<file path="src/rtl/bm_rng_ustream.sv">
// bm_rng_ustream: NUM_CH lockstep taus88 uniform generators with software seeding,
// a WARMUP discard phase and a ready/valid output FIFO feeding the Box-Muller pipeline.
// Optional statistics outputs (sample_cnt, stall_cnt) exist only when the macro
// BM_RNG_USTREAM_STATS_EN is defined; the default build omits them entirely.
module bm_rng_ustream #(
    parameter int NUM_CH     = 2,
    parameter int FIFO_DEPTH = 4,
    parameter int WARMUP     = 8
) (
    input  logic                          clk,
    input  logic                          reset,
    input  logic                          enable,
    input  logic                          seed_we,
    input  logic [2:0]                    seed_ch,
    input  logic [1:0]                    seed_idx,
    input  logic [31:0]                   seed_data,
    output logic                          out_valid,
    input  logic                          out_ready,
    output logic [NUM_CH*32-1:0]          out_data,
    output logic [$clog2(FIFO_DEPTH):0]   fifo_level,
    output logic [1:0]                    state_o,
    output logic                          seed_err
`ifdef BM_RNG_USTREAM_STATS_EN
    ,
    output logic [31:0]                   sample_cnt,
    output logic [15:0]                   stall_cnt
`endif
);

    localparam int AW = $clog2(FIFO_DEPTH);
    localparam int LW = AW + 1;
    localparam int DW = NUM_CH * 32;
    localparam logic [LW-1:0] LEVEL_FULL = LW'(FIFO_DEPTH);
    localparam logic [LW-1:0] LEVEL_ONE  = LW'(1);
    // Index of the last warm-up step; unused when WARMUP is 0 (IDLE goes straight to RUN)
    localparam logic [7:0]    WARM_LAST  = (WARMUP > 0) ? 8'(WARMUP - 1) : 8'd0;

    typedef enum logic [1:0] {
        ST_IDLE = 2'd0,
        ST_WARM = 2'd1,
        ST_RUN  = 2'd2
    } state_t;

    // taus88 component recurrences, all arithmetic kept at 32 bits like the C reference
    function automatic logic [31:0] taus_s1(input logic [31:0] s);
        logic [31:0] t;
        logic [31:0] m;
        t = ((s << 13) ^ s) >> 19;
        m = s & 32'hFFFF_FFFE;
        return (m << 12) ^ t;
    endfunction

    function automatic logic [31:0] taus_s2(input logic [31:0] s);
        logic [31:0] t;
        logic [31:0] m;
        t = ((s << 2) ^ s) >> 25;
        m = s & 32'hFFFF_FFF8;
        return (m << 4) ^ t;
    endfunction

    function automatic logic [31:0] taus_s3(input logic [31:0] s);
        logic [31:0] t;
        logic [31:0] m;
        t = ((s << 3) ^ s) >> 11;
        m = s & 32'hFFFF_FFF0;
        return (m << 17) ^ t;
    endfunction

    state_t           state_q, state_d;
    logic [7:0]       warm_cnt_q, warm_cnt_d;
    logic             step;
    logic             push;
    logic             pop;
    logic             full;
    logic             seed_ok;
    logic             seed_err_q, seed_err_d;
    logic [DW-1:0]    gen_word;
    logic [DW-1:0]    head_q, head_d;
    logic [DW-1:0]    mem_q [FIFO_DEPTH];
    logic [AW-1:0]    wr_ptr_q, wr_ptr_d;
    logic [AW-1:0]    rd_ptr_q, rd_ptr_d;
    logic [AW-1:0]    rd_ptr_nxt;
    logic [LW-1:0]    level_q, level_d;

    assign full       = (level_q == LEVEL_FULL);
    assign out_valid  = (level_q != '0);
    assign pop        = out_valid && out_ready;
    assign out_data   = head_q;
    assign fifo_level = level_q;
    assign state_o    = state_q;
    assign seed_err   = seed_err_q;
    assign rd_ptr_nxt = rd_ptr_q + 1'b1;

    // A seed write is legal only in IDLE with enable low, on an existing channel and component
    assign seed_ok = seed_we && (state_q == ST_IDLE) && !enable
                     && (int'(seed_ch) < NUM_CH) && (seed_idx != 2'd3);

    // Per-channel generator state: seed load, step or hold
    for (genvar gi = 0; gi < NUM_CH; gi++) begin : g_ch
        logic [31:0] s1_q, s2_q, s3_q;
        logic [31:0] s1_d, s2_d, s3_d;
        logic [31:0] s1_n, s2_n, s3_n;
        logic        ld_ch;

        assign ld_ch = seed_ok && (seed_ch == 3'(gi));
        assign s1_n  = taus_s1(s1_q);
        assign s2_n  = taus_s2(s2_q);
        assign s3_n  = taus_s3(s3_q);
        assign gen_word[gi*32 +: 32] = s1_n ^ s2_n ^ s3_n;

        // Seed loads force the low bits that keep each component out of its degenerate states
        always_comb begin
            s1_d = s1_q;
            s2_d = s2_q;
            s3_d = s3_q;
            if (ld_ch) begin
                case (seed_idx)
                    2'd0:    s1_d = seed_data | 32'h0000_0002;
                    2'd1:    s2_d = seed_data | 32'h0000_0008;
                    default: s3_d = seed_data | 32'h0000_0010;
                endcase
            end else if (step) begin
                s1_d = s1_n;
                s2_d = s2_n;
                s3_d = s3_n;
            end
        end

        // Seed registers, reset to channel-specific default seeds
        always_ff @(posedge clk or posedge reset) begin
            if (reset) begin
                s1_q <= 32'h0000_1234 + 32'(gi);
                s2_q <= 32'h0000_5678 + 32'(gi);
                s3_q <= 32'h0009_ABCD + 32'(gi);
            end else begin
                s1_q <= s1_d;
                s2_q <= s2_d;
                s3_q <= s3_d;
            end
        end
    end

    // Sequencer: decides when generators step and when a new entry is pushed
    always_comb begin
        state_d    = state_q;
        warm_cnt_d = warm_cnt_q;
        step       = 1'b0;
        push       = 1'b0;
        case (state_q)
            ST_IDLE: begin
                if (enable) begin
                    warm_cnt_d = '0;
                    state_d    = (WARMUP > 0) ? ST_WARM : ST_RUN;
                end
            end
            ST_WARM: begin
                // Dropping enable abandons the warm-up without stepping
                if (!enable) begin
                    state_d = ST_IDLE;
                end else begin
                    step = 1'b1;
                    if (warm_cnt_q == WARM_LAST) begin
                        state_d = ST_RUN;
                    end else begin
                        warm_cnt_d = warm_cnt_q + 1'b1;
                    end
                end
            end
            ST_RUN: begin
                // enable low stops pushing immediately; draining continues from IDLE
                if (!enable) begin
                    state_d = ST_IDLE;
                end else if (!full || pop) begin
                    push = 1'b1;
                    step = 1'b1;
                end
            end
            default: state_d = ST_IDLE;
        endcase
    end

    // Next FIFO head: keep out_data registered and stable unless the head entry changes
    always_comb begin
        head_d = head_q;
        if (pop) begin
            if (level_q == LEVEL_ONE) begin
                if (push) begin
                    head_d = gen_word;
                end
            end else begin
                head_d = mem_q[rd_ptr_nxt];
            end
        end else if ((level_q == '0) && push) begin
            head_d = gen_word;
        end
    end

    // Pointer and occupancy bookkeeping
    always_comb begin
        wr_ptr_d   = push ? wr_ptr_q + 1'b1 : wr_ptr_q;
        rd_ptr_d   = pop ? rd_ptr_nxt : rd_ptr_q;
        level_d    = level_q;
        if (push && !pop) begin
            level_d = level_q + 1'b1;
        end else if (!push && pop) begin
            level_d = level_q - 1'b1;
        end
        seed_err_d = seed_err_q | (seed_we & ~seed_ok);
    end

    // Entry storage; validity is tracked by level_q so no reset is needed
    always_ff @(posedge clk) begin
        if (push) begin
            mem_q[wr_ptr_q] <= gen_word;
        end
    end

    // Control and FIFO state registers
    always_ff @(posedge clk or posedge reset) begin
        if (reset) begin
            state_q    <= ST_IDLE;
            warm_cnt_q <= '0;
            wr_ptr_q   <= '0;
            rd_ptr_q   <= '0;
            level_q    <= '0;
            head_q     <= '0;
            seed_err_q <= 1'b0;
        end else begin
            state_q    <= state_d;
            warm_cnt_q <= warm_cnt_d;
            wr_ptr_q   <= wr_ptr_d;
            rd_ptr_q   <= rd_ptr_d;
            level_q    <= level_d;
            head_q     <= head_d;
            seed_err_q <= seed_err_d;
        end
    end

`ifdef BM_RNG_USTREAM_STATS_EN
    logic [31:0] sample_cnt_q, sample_cnt_d;
    logic [15:0] stall_cnt_q, stall_cnt_d;

    // Saturating pop and back-pressure counters
    always_comb begin
        sample_cnt_d = sample_cnt_q;
        stall_cnt_d  = stall_cnt_q;
        if (pop && (sample_cnt_q != '1)) begin
            sample_cnt_d = sample_cnt_q + 1'b1;
        end
        if ((state_q == ST_RUN) && full && !pop && (stall_cnt_q != '1)) begin
            stall_cnt_d = stall_cnt_q + 1'b1;
        end
    end

    // Statistics registers
    always_ff @(posedge clk or posedge reset) begin
        if (reset) begin
            sample_cnt_q <= '0;
            stall_cnt_q  <= '0;
        end else begin
            sample_cnt_q <= sample_cnt_d;
            stall_cnt_q  <= stall_cnt_d;
        end
    end

    assign sample_cnt = sample_cnt_q;
    assign stall_cnt  = stall_cnt_q;
`endif

endmodule
</file>
<file path="config.mk">
export PLATFORM = sky130hd
export DESIGN_NAME = bm_rng_ustream
export DESIGN_NICKNAME = d
export VERILOG_FILES = /design/src/rtl/bm_rng_ustream.sv
export SDC_FILE = /design/constraint.sdc
export NUM_CORES = 1
export LEC_CHECK = 0
export BUFFER_PORTS_ARGS = -buffer_cell sky130_fd_sc_hd__buf_2
export CAP_MARGIN = 5
export CORE_ASPECT_RATIO = 2
export CORE_UTILIZATION = 27
export CTS_CLUSTER_SIZE = 8
export DETAILED_ROUTE_END_ITERATION = 10
export GPL_TIMING_DRIVEN = 0
export PLACE_DENSITY = 0.39
export SYNTH_ARGS = -nofsm -noshare
export SYNTH_HDL_FRONTEND = slang
export SYNTH_SLANG_ARGS = --single-unit
</file>
<file path="constraint.sdc">
create_clock -name clk -period 18.3 [get_ports clk]
set_clock_uncertainty 0.05 [all_clocks]
set_input_delay 3.66 -clock clk [delete_from_list [all_inputs] [get_ports clk]]
set_output_delay 3.66 -clock clk [all_outputs]
set_load 0.01 [all_outputs]
</file>
==> results of run 1 <==
## power groups by stage
stage / Combinational, W / Sequential (W) / Clock, W
floorplan: 0.00151 / 0.00202 / 0
global placement: 0.00233 / 0.00211 / 0
detailed placement: 0.00239 / 0.00211 / 0
CTS: 0.00239 / 0.00209 / 0.00137
global route: 0.00253 / 0.00212 / 0.00141
finish: 0.00233 / 0.00208 / 0.00132
## logic make-up (layout without fill, tap and decap cells)
| logic type | count (synthesis) | in the layout |
|---|---|---|
| flip-flops | 514 | 514 |
| multiplexers | 484 | 484 |
| XOR/XNOR | 221 | 221 |
| buffers and inverters | 84 | 336 |
| AND/OR/NAND/NOR | 81 | 81 |
| AO/OA/AOI/OAI | 59 | 59 |
| adder cells (fa/ha/maj) | 15 | 15 |
| other | 0 | 2 |
## worst reg2reg max path: stages, from the launching register on
cell and delay (ns):
dfrtp_1 0.43, inv_1 0.09, ha_1 0.26, o21bai_1 0.74
and2_1 0.23, buf_2 0.30, buf_1 0.68, mux2_2 0.47
mux2_2 0.27
## synth_stat cells (all sizes together) (2+ instances only)
master | instances | area share
a21oi | 4 | 0.00099
ha | 15 | 0.0079
mux2 | 406 | 0.19
and3 | 28 | 0.0073
clkbuf | 23 | 0.0036
o32ai | 2 | 0.0014
nand3 | 8 | 0.0019
edfxtp | 256 | 0.32
nand2b | 2 | 0.00052
a31oi | 2 | 0.00052
dfstp | 44 | 0.048
a21o | 4 | 0.0013
nand3b | 2 | 0.00063
nor2b | 3 | 0.00079
nand4 | 5 | 0.0013
o21ai | 9 | 0.0022
xnor2 | 157 | 0.058
mux2i | 14 | 0.0059
inv | 16 | 0.0025
nor4b | 2 | 0.0014
o22a | 2 | 0.00073
a221o | 26 | 0.011
xor2 | 64 | 0.023
o22ai | 3 | 0.0019
nand2 | 14 | 0.0022
and2 | 6 | 0.0016
dfrtp | 214 | 0.22
buf | 45 | 0.011
mux4 | 64 | 0.060
nor2 | 8 | 0.0013
## how the worst max path moves through the flow
stage | startpoint | to | slack (ns) | depth (start not counted)
global route | out_ready | out_data[28] | 12.14 | 10
finish | out_ready | out_data[28] | 12.38 | 10
floorplan | reset | fifo_level[0] | 7.56 | 1
detailed placement | out_ready | out_data[28] | 11.62 | 10
global placement | reset | out_data[27] | 3.03 | 2
CTS | out_ready | out_data[31] | 12.30 | 10
## metrics by stage
| step | setup WS, ns | cells |
|---|---|---|
| after global routing | 12.14 | 2880 |
| final | 12.38 | 2882 |
| after global placement | 3.03 | 2737 |
| after CTS | 12.30 | 2880 |
| after detailed placement | 11.62 | 2743 |
| after floorplan | 7.56 | 1458 |
## layer usage
metal,share of wire,up-vias,track usage
li1,-,5880,-
met1,0.39,6953,0.208
met2,0.53,290,0.325
met3,0.032,113,0.0251
met4,0.047,0,0.0869
met5,0,-,0
## flip-flops by register name, indices dropped and copies added (netlist names)
signal,count
fifo_level,3
g_ch.s1_q,62
g_ch.s2_q,58
g_ch.s3_q,56
mem_q,256
out_data,64
rd_ptr_q,2
seed_err,1
state_o,2
warm_cnt_q,8
wr_ptr_q,2
## layout make-up
| class | count | area (µm²) |
|---|---|---|
| repair buffers | 115 | 711 |
| multi-input cells | 860 | 9300 |
| well taps | 1170 | 1460 |
| diodes | 2 | 5.00 |
| flip-flops and latches | 514 | 14200 |
| inverters | 16 | 67.6 |
| fillers | 8770 | 59600 |
| plain buffers | 68 | 348 |
| clock buffers | 129 | 2060 |
| clock inverters | 8 | 129 |
==> results by group, run 1 <==
Pwr
  – Static Leak: 11.1 nW
  – Seq pwr share: 0.363
  – Switching pwr: about 0.0021 W
  – Internal power: around 0.0036 W
  – Combinational share of power: 0.407
  – Switching portion of total power: 0.374
  – Power share of the clock group: 0.231
  – Peak supply drop: slightly below 0.08 mV
  – Final Power: 0.00573 W
  – Pwr/cell area: approximately 200 mW/mm²

Clock network
  – CTS Sinks: 514
  – H-tree levels: 3
  – Clock Path Buffers: 3
  – Clk slew on worst S/H paths: 0.05 ns
  – Number of buffers created by CTS: 74
  – Post-CTS sizing: 0
  – Post CTS Setup Buffer Count: 0
  – Hold Buf Count CTS: 0
  – CTS tree: yes
  – Clock latency reported for the late side of the worst-skew pair: 0.65 ns
  – CTS root buf: clkbuf_16

Yosys
  – Unique cell type count in the Yosys netlist: between 40 and 50
  – Syn Std Cell Area: 0.0239 mm²
  – Synthesized-area fraction occupied by adder cells: 0.00786
  – Syn_area_per_cell: about 16 µm²
  – Synth Area in XOR/XNOR: 0.0810
  – Synth Area in Simple Gates: 0.0197
  – Mux cell area share after synthesis: 0.258
  – Synth Area in Compound Gates: 0.0226
  – Mapped Cells: ~1500
  – Asr flop ratio synth: 0.502
  – Sequential area share after synthesis: 0.594
  – Number of synthesized register bits: ~500
  – Primary FF master, synth: edfxtp_1
  – EDFF count, synth: approximately 260
  – Largest family of logic cells by synthesized area: multiplexers
  – Mapped Nets: roughly 1500
  – Syn. warnings: 0

Drt
  – Drt via density: approximately 4.6
  – DR iter-0 viols: around 790
  – DRC: 0
  – Via count: approximately 13000
  – Final WL: 79400 µm
  – Antenna Nets Post-Route: 0
  – DR WL/cell: about 28 µm
  – Router iterations before antenna repair: 4

STA
  – Setup TNS: 0 ns
  – Final Hold Viols: 0
  – Slew @ Worst Pin: around 1.1 ns
  – F_max: ~170 MHz
  – Max_slew headroom: 0.249
  – Final worst path period share: 0.323
  – Fin crit period: between 5 and 6 ns
  – Max-slew violation count: 0
  – Final hold slack: between 0.4 and 0.5 ns
  – Setup violators final: 0
  – RSZ-0062 raised after global routing: false

Global route
  – First-pass GRT wire length: 113000 µm
  – Initial antenna violation count: 1
  – Largest net degree at the start of global routing: 110
  – Gr ovfl total: 0
  – Vias in the first global route: roughly 14000
  – GRT Util Overall: 0.181

Worst setup path
  – Worst EP required: ~19 ns
  – Cell family with most CP delay: buffers and inverters
  – CP max stage delay: ~0.85 ns
  – Worst setup EP type: flip-flop
  – CP Launch Type: primary input
  – CP arrival: about 6.4 ns
  – R2r worst-path depth: 8
  – Slowest cell on the critical path: buf_1
  – Reg2reg start: fifo_level[0]
  – Crit-path cells: buf_2 -> nand3b_1 -> nor2b_1 -> clkbuf_1 -> inv_1 -> ha_1 -> and3_1 -> a21oi_1 -> buf_1 -> mux2_2
  – Crit Path Category: in2reg
  – Worst path bufs/invs: 4
  – RR Endpoint: out_data[23]
  – Crit path max fanout: 10
  – R2R setup slack: approximately 15 ns

Floorplan
  – FP Rows: 154
  – Die outline width: approximately 210 µm
  – Num ports: approximately 110
  – Initial core utilization: 0.272
  – Total Die Area: ~0.09 mm²
  – Core footprint: ~0.09 mm²
  – Die Ht: roughly 420 µm

Worst hold path
  – Hold path startpoint: seed_err
  – Hold endpoint: seed_err
  – Hold path cells: 1
  – Hold Crit Class: reg2reg

Cells and area
  – Share of cells above drive strength 1: 0.433
  – Nets@finish: ~1700
  – Design Area, Final: 0.0283 mm²
  – Utilization after layout: 0.322
  – Commonest non-fill, non-tap cell in the layout: mux2_2
  – P&R area growth vs syn: 18.3%
  – Most frequent cells in the layout: 377 x mux2_2, 256 x edfxtp_1, 214 x dfrtp_1

Placement
  – Dpl cell area: between 0.02 and 0.03 mm²
  – Hpwl dp: just under 60000 µm
  – IO Port Bufs: about 110
  – Gpl congestion: 0.776

Flow run
  – MaxCap Viol Count: 0

Run status
  – Status: finished, final reports clean
Power figures use the tool's default switching activity.
==> run 2, diff against run 1 <==
Settings changed: ABC_AREA set to 1.
Clock period 18.3 ns to 6 ns, I/O delays scaled along.
==> run 2 against run 1 <==
Global-route usage grew 4.7 points. Flip-flop and latch count unchanged. Final cell count up 63%. Critical path depth up 2. Routed wire length up 39%. Via count up 68%. Hold slack better by 0.016 ns.
==> results by group, run 2 <==
Yosys
  – EDFF count, synth: roughly 260
  – Yosys top cell area share: 0.295
  – Dominant cells by area after synthesis: edfxtp_1 29%, nand2_1 23%, dfrtp_1 21%
  – Syn_area_per_cell: roughly 8.1 µm²
  – Mapped Nets: approximately 3300
  – Post-synth top cells: 1591 x nand2_1, 393 x nand3_1, 256 x edfxtp_1, 214 x dfrtp_1, 209 x inv_1
  – Sequential area share after synthesis: 0.544
  – Yosys top cell by area: edfxtp_1
  – Asr flop ratio synth: 0.502
  – Primary FF master, synth: edfxtp_1
  – Mapped Cells: 3233
  – Unique cell type count in the Yosys netlist: 32
  – Syn. warnings: 0
  – Number of synthesized register bits: roughly 500
  – Syn Std Cell Area: around 0.026 mm²
  – Most frequent cell after synthesis: nand2_1

Drt
  – Antenna Nets Post-Route: 0
  – Via count: roughly 22000
  – DR iter-0 viols: 1351
  – Router iterations before antenna repair: 5
  – Drt via density: between 4 and 5
  – Final WL: ~110000 µm
  – DR WL/cell: 23.5 µm
  – DRC: 0

Global route
  – Vias in the first global route: roughly 22000
  – Initial antenna violation count: 2
  – GRT Util Overall: 0.228
  – First-pass GRT wire length: between 150000 and 200000 µm
  – Gr ovfl total: 0
  – Largest net degree at the start of global routing: 37

STA
  – Slew @ Worst Pin: 1.18 ns
  – Final worst path period share: 0.491
  – Fin crit period: a little under 3 ns
  – Setup violators final: 0
  – Final hold slack: approximately 0.42 ns
  – F_max: ~340 MHz
  – Final Hold Viols: 0
  – RSZ-0062 raised after global routing: false
  – Max-slew violation count: 0
  – Max_slew headroom: 0.213

Worst setup path
  – CP Launch Type: flip-flop
  – CP Launch Point: fifo_level[0]
  – Crit path max fanout: 10
  – Crit Path Category: reg2reg
  – Crit-path cells: inv_1 -> ha_1 -> nand3b_1 -> nand2_2 -> ha_1 -> inv_1 -> nor2_1 -> a21oi_1 -> buf_2 -> buf_2 -> nand3_1 -> nand2_1
  – Worst EP required: approximately 6.5 ns
  – CP arrival: 3.48 ns
  – Slowest cell on the critical path: buf_2
  – Cell family with most CP delay: buffers and inverters
  – Worst path bufs/invs: 4
  – Worst setup EP type: flip-flop
  – Reg2reg start: fifo_level[0]
  – CP max stage delay: slightly below 0.5 ns

Cells and area
  – Biggest register: mem_q
  – Flip-flop count of the largest register after layout: approximately 260
  – Most frequent cells in the layout: 1591 x nand2_1, 393 x nand3_1, 256 x edfxtp_1
  – Commonest non-fill, non-tap cell in the layout: nand2_1
  – Share of cells above drive strength 1: 0.106
  – Nets@finish: about 3500
  – Final Non-Filler Cells: 4710
  – P&R area growth vs syn: 18.0%

Pwr
  – Static Leak: around 15 nW
  – Power share of the clock group: 0.233
  – Pwr/cell area: ~570 mW/mm²
  – Switching portion of total power: 0.451
  – Internal power: between 0.009 and 0.01 W
  – Peak supply drop: 0.220 mV
  – Switching pwr: 0.00787 W
  – Combinational share of power: 0.431
  – Seq pwr share: 0.337

Clock network
  – Clock latency reported for the late side of the worst-skew pair: ~0.66 ns
  – H-tree levels: 3
  – Hold Buf Count CTS: 0
  – Post CTS Setup Buffer Count: 0
  – CTS Sinks: a little over 500
  – CTS root buf: clkbuf_16
  – Post-CTS sizing: 0
  – CTS tree: yes
  – Clk slew on worst S/H paths: 0.05 ns
  – Clock Path Buffers: 3
  – Number of buffers created by CTS: between 70 and 80

Floorplan
  – Die Ht: 442 µm
  – FP Rows: 160
  – Die outline width: ~220 µm
  – Num ports: around 110
  – Core footprint: 0.0953 mm²
  – Total Die Area: roughly 0.1 mm²
  – Initial core utilization: 0.274

Run status
  – Status: finished, final reports clean

Worst hold path
  – Hold Crit Class: reg2reg
  – Hold path startpoint: out_data[36]

Placement
  – Cell count after placement: 4577
  – Hpwl dp: roughly 88000 µm
  – IO Port Bufs: 109
  – Gpl congestion: 0.904

Flow run
  – MaxCap Viol Count: 0
run 2: cell families (layout without fill, tap and decap cells):
| family | count (synthesis) | count (layout) | share of synthesized area |
|---|---|---|---|
| and+or+nand+nor | 2157 | 2157 | 0.344 |
| DFF | 514 | 514 | 0.544 |
| buffers and inverters | 387 | 648 | 0.0604 |
| xor gates and xnor gates | 82 | 82 | 0.0275 |
| AOI/OAI and AO/OA | 78 | 78 | 0.0164 |
| adders and majority gates | 15 | 15 | 0.00720 |
| other | 0 | 1 | 0 |
run 2: through the flow:
| stage | area, µm² | TNS [ns] | total power, W | worst slack [ns] | utilization |
|---|---|---|---|---|---|
| 2_1_floorplan | 26100 | 0 | 0.0102 | 1.34 | - |
| 3_3_place_gp | 28100 | -666.05 | 0.0134 | -1.78 | 0.295 |
| 3_5_place_dp | 28600 | 0 | 0.0135 | 2.36 | 0.300 |
| 4_1_cts | 30800 | 0 | 0.0177 | 2.97 | 0.323 |
| 5_1_grt | 30800 | 0 | 0.0186 | 2.85 | 0.323 |
| 6_report | 30800 | 0 | 0.0175 | 3.06 | 0.323 |
run 2: worst reg2reg max path: cells and delay by family (launching register included):
| family | cells | cell delay, ns |
|---|---|---|
| buffers and inverters | 4 | 1.01 |
| and+or+nand+nor | 5 | 0.67 |
| adders and majority gates | 2 | 0.50 |
| DFF | 1 | 0.43 |
| AOI/OAI and AO/OA | 1 | 0.21 |
run 2: layout make-up:
type	instances	area, µm²
inverter	214	807
multi-input combinational	2332	10300
antenna	1	2.50
clock buffer	127	2090
tap	1215	1520
timing repair buffer	129	983
fill	10200	64500
buffer	173	773
sequential	514	14200
clock inverter	5	72.6
run 2: path summary, 6_finish.rpt:
path / to / slack [ns] / cells past startpoint
worst max register to register: out_data[50] / 3.06 / 12
min in group asynchronous: g_ch[0].s2_q[28] / 0.49 / 2
max in group asynchronous: g_ch[1].s2_q[12] / 3.75 / 7
worst max-delay path: out_data[50] / 3.06 / 12
worst min-delay path: out_data[36] / 0.42 / 2
worst min register to register: out_data[36] / 0.42 / 2
run 2: power groups by stage:
stage                     registers (W)  clock network [W]  logic (W)
after floorplan                 0.00574                  0    0.00449
after global placement          0.00595                  0    0.00748
after detailed placement        0.00594                  0    0.00757
after CTS                       0.00588            0.00418    0.00760
after global routing            0.00595            0.00427    0.00837
final                           0.00588            0.00406    0.00752
run 2: routing by layer:
| metal | routed length, µm | track usage | part of all wire |
|---|---|---|---|
| met5 | 0 | 0 | 0 |
| met4 | 7590 | 0.150 | 0.069 |
| met3 | 3840 | 0.0270 | 0.035 |
| met2 | 58200 | 0.425 | 0.53 |
| met1 | 41100 | 0.240 | 0.37 |
==> run 3, diff against run 2 <==
Settings changed: PLACE_DENSITY 0.39 to 0.41.
Clock period 6 ns to 2.4 ns, I/O delays scaled along.
==> run 3 against run 2 <==
Routed wire length is 0.18% lower. Non-clock buffer count is 72 higher. Critical endpoint is now g_ch[1].s3_q[29]. Via count is 1.8% higher. Flip-flop and latch count stayed put. Largest cell class unchanged. Maximum frequency is 28% higher.
==> results by group, run 3 (same netlist as run 2, synthesis figures left out) <==
Global route
  – First-pass GRT wire length: 157000 µm
  – Gr ovfl total: 0
  – Initial antenna violation count: 1
  – Vias in the first global route: between 20000 and 25000
  – Largest net degree at the start of global routing: 38
  – GRT Util Overall: 0.225

Worst setup path
  – Worst setup EP type: flip-flop
  – CP arrival: 2.78 ns
  – CP Launch Type: flip-flop
  – Crit path max fanout: 10
  – Crit Path Category: reg2reg
  – Worst EP required: about 2.9 ns

Clock network
  – CTS tree: yes
  – CTS root buf: clkbuf_16
  – CTS Sinks: between 500 and 600
  – Clock latency reported for the late side of the worst-skew pair: 0.64 ns
  – Clk slew on worst S/H paths: 0.05 ns
  – Number of buffers created by CTS: 74
  – H-tree levels: 3
  – Clock Path Buffers: 3

Pwr
  – Static Leak: 15.7 nW
  – Peak supply drop: 0.529 mV
  – Pwr/cell area: roughly 1400 mW/mm²

Drt
  – DR iter-0 viols: 1434
  – Drt via density: roughly 4.7
  – Via count: ~23000
  – DRC: 0
  – DR WL/cell: 23.1 µm
  – Antenna Nets Post-Route: 0
  – Router iterations before antenna repair: 7
  – Final WL: between 100000 and 150000 µm

STA
  – Final Hold Viols: 0
  – Slew @ Worst Pin: approximately 1.1 ns
  – Final worst path period share: 0.959
  – Max_slew headroom: 0.297
  – Setup TNS: 0 ns
  – Setup violators final: 0
  – Max-slew violation count: 0
  – Fin crit period: ~2.3 ns
  – F_max: 434 MHz

Cells and area
  – Most frequent cells in the layout: 1570 x nand2_1, 382 x nand3_1, 256 x edfxtp_1
  – Utilization after layout: 0.333
  – Biggest register: mem_q
  – Nets@finish: 3567
  – Fillers: around 10000
  – Multi-input logic area: 0.0105 mm²
  – Share of cells above drive strength 1: 0.143
  – P&R area growth vs syn: 21.7%
  – Flip-flop count of the largest register after layout: ~260
  – Register area: about 0.014 mm²
  – Final Non-Filler Cells: around 4800
  – Commonest non-fill, non-tap cell in the layout: nand2_1

Floorplan
  – Num ports: roughly 110
  – Die Ht: 442 µm
  – Core footprint: ~0.095 mm²
  – Die outline width: ~220 µm
  – FP Rows: 160
  – Total Die Area: between 0.09 and 0.1 mm²
  – Initial core utilization: 0.274

Placement
  – Cell count after placement: about 4600
  – Hpwl dp: around 86000 µm
  – Gpl congestion: between 0.9 and 1
  – IO Port Bufs: 109

Run status
  – Status: finished, final reports clean

Worst hold path
  – Hold Crit Class: in2reg

Flow run
  – MaxCap Viol Count: 0
run 3: cell count changes in the layout (fill, tap and decap cells not counted), sizes merged:
cell,before,now
inv,216,215
clkdlybuf4s15,0,1
clkinv,1,4
clkbuf,209,213
buf,220,288
diode,1,2
clkinvlp,2,1
dlygate4sd3,0,1
run 3: stage by stage:
stage                     worst slack (ns)  area, µm²  hold WS (ns)  power [W]
final                               0.0981      31700         0.171     0.0443
after global routing               -0.0124      31700         0.194     0.0471
after CTS                         -0.00518      31400         0.112     0.0443
after detailed placement            -0.631      28600         0.411     0.0337
after global placement               -3.99      28200         0.404     0.0335
after floorplan                      -1.49      26100         0.424     0.0256
run 3: final cells by class:
type,instances,area share
inverter,214,0.0255
multi-input combinational,2332,0.331
antenna,2,0.000158
tap,1215,0.0479
clock buffer,129,0.0662
buffer,172,0.0309
clock inverter,6,0.00237
sequential,514,0.447
timing repair buffer,202,0.0482
run 3: final timing paths:
check                             start  depth (start not counted)  slack (ns)          endpoint
hold / removal                   enable                          3        0.17        state_o[1]
hold reg to reg            out_data[40]                          2        0.42      out_data[40]
setup reg to reg             state_o[1]                         12         0.1  g_ch[1].s3_q[29]
min in group asynchronous         reset                          3        0.46  g_ch[0].s2_q[26]
setup / recovery             state_o[1]                         12         0.1  g_ch[1].s3_q[29]
max in group asynchronous         reset                          6        0.53  g_ch[1].s2_q[12]
run 3: repair_timing:
action	4_1_cts	5_1_grt
gates cloned	0	1
hold buffers	1	0
endpoints found under the hold margin	20	0
gates resized for setup	77	73
setup endpoints to repair	327	295
pin swaps	48	11
setup buffers	55	18
run 3: critical path: stages (launching register included):
cell,delay [ns]
dfrtp_1,0.42
inv_2,0.09
ha_2,0.20
nand2_4,0.11
nor3_4,0.26
buf_4,0.18
nand3_4,0.11
buf_6,0.20
buf_4,0.19
nand2_1,0.09
nand2_1,0.15
nand2_1,0.09
nand2_1,0.04
run 3: layer usage:
metal | GRT usage | routed length, µm | vias up
met1 | 0.240 | 41200 | 10800
met4 | 0.156 | 8450 | 0
met5 | 0 | 0 | -
met3 | 0.0282 | 4120 | 266
met2 | 0.413 | 56700 | 654
li1 | - | - | 11000
run 3: power breakdown:
group | total (W) | switching, W | internal, W
Combinational | 0.0195 | 0.0139 | 0.00569
Clock | 0.0101 | 0.00418 | 0.00592
Sequential | 0.0147 | 0.00182 | 0.0128
Total | 0.0443 | 0.0199 | 0.0244
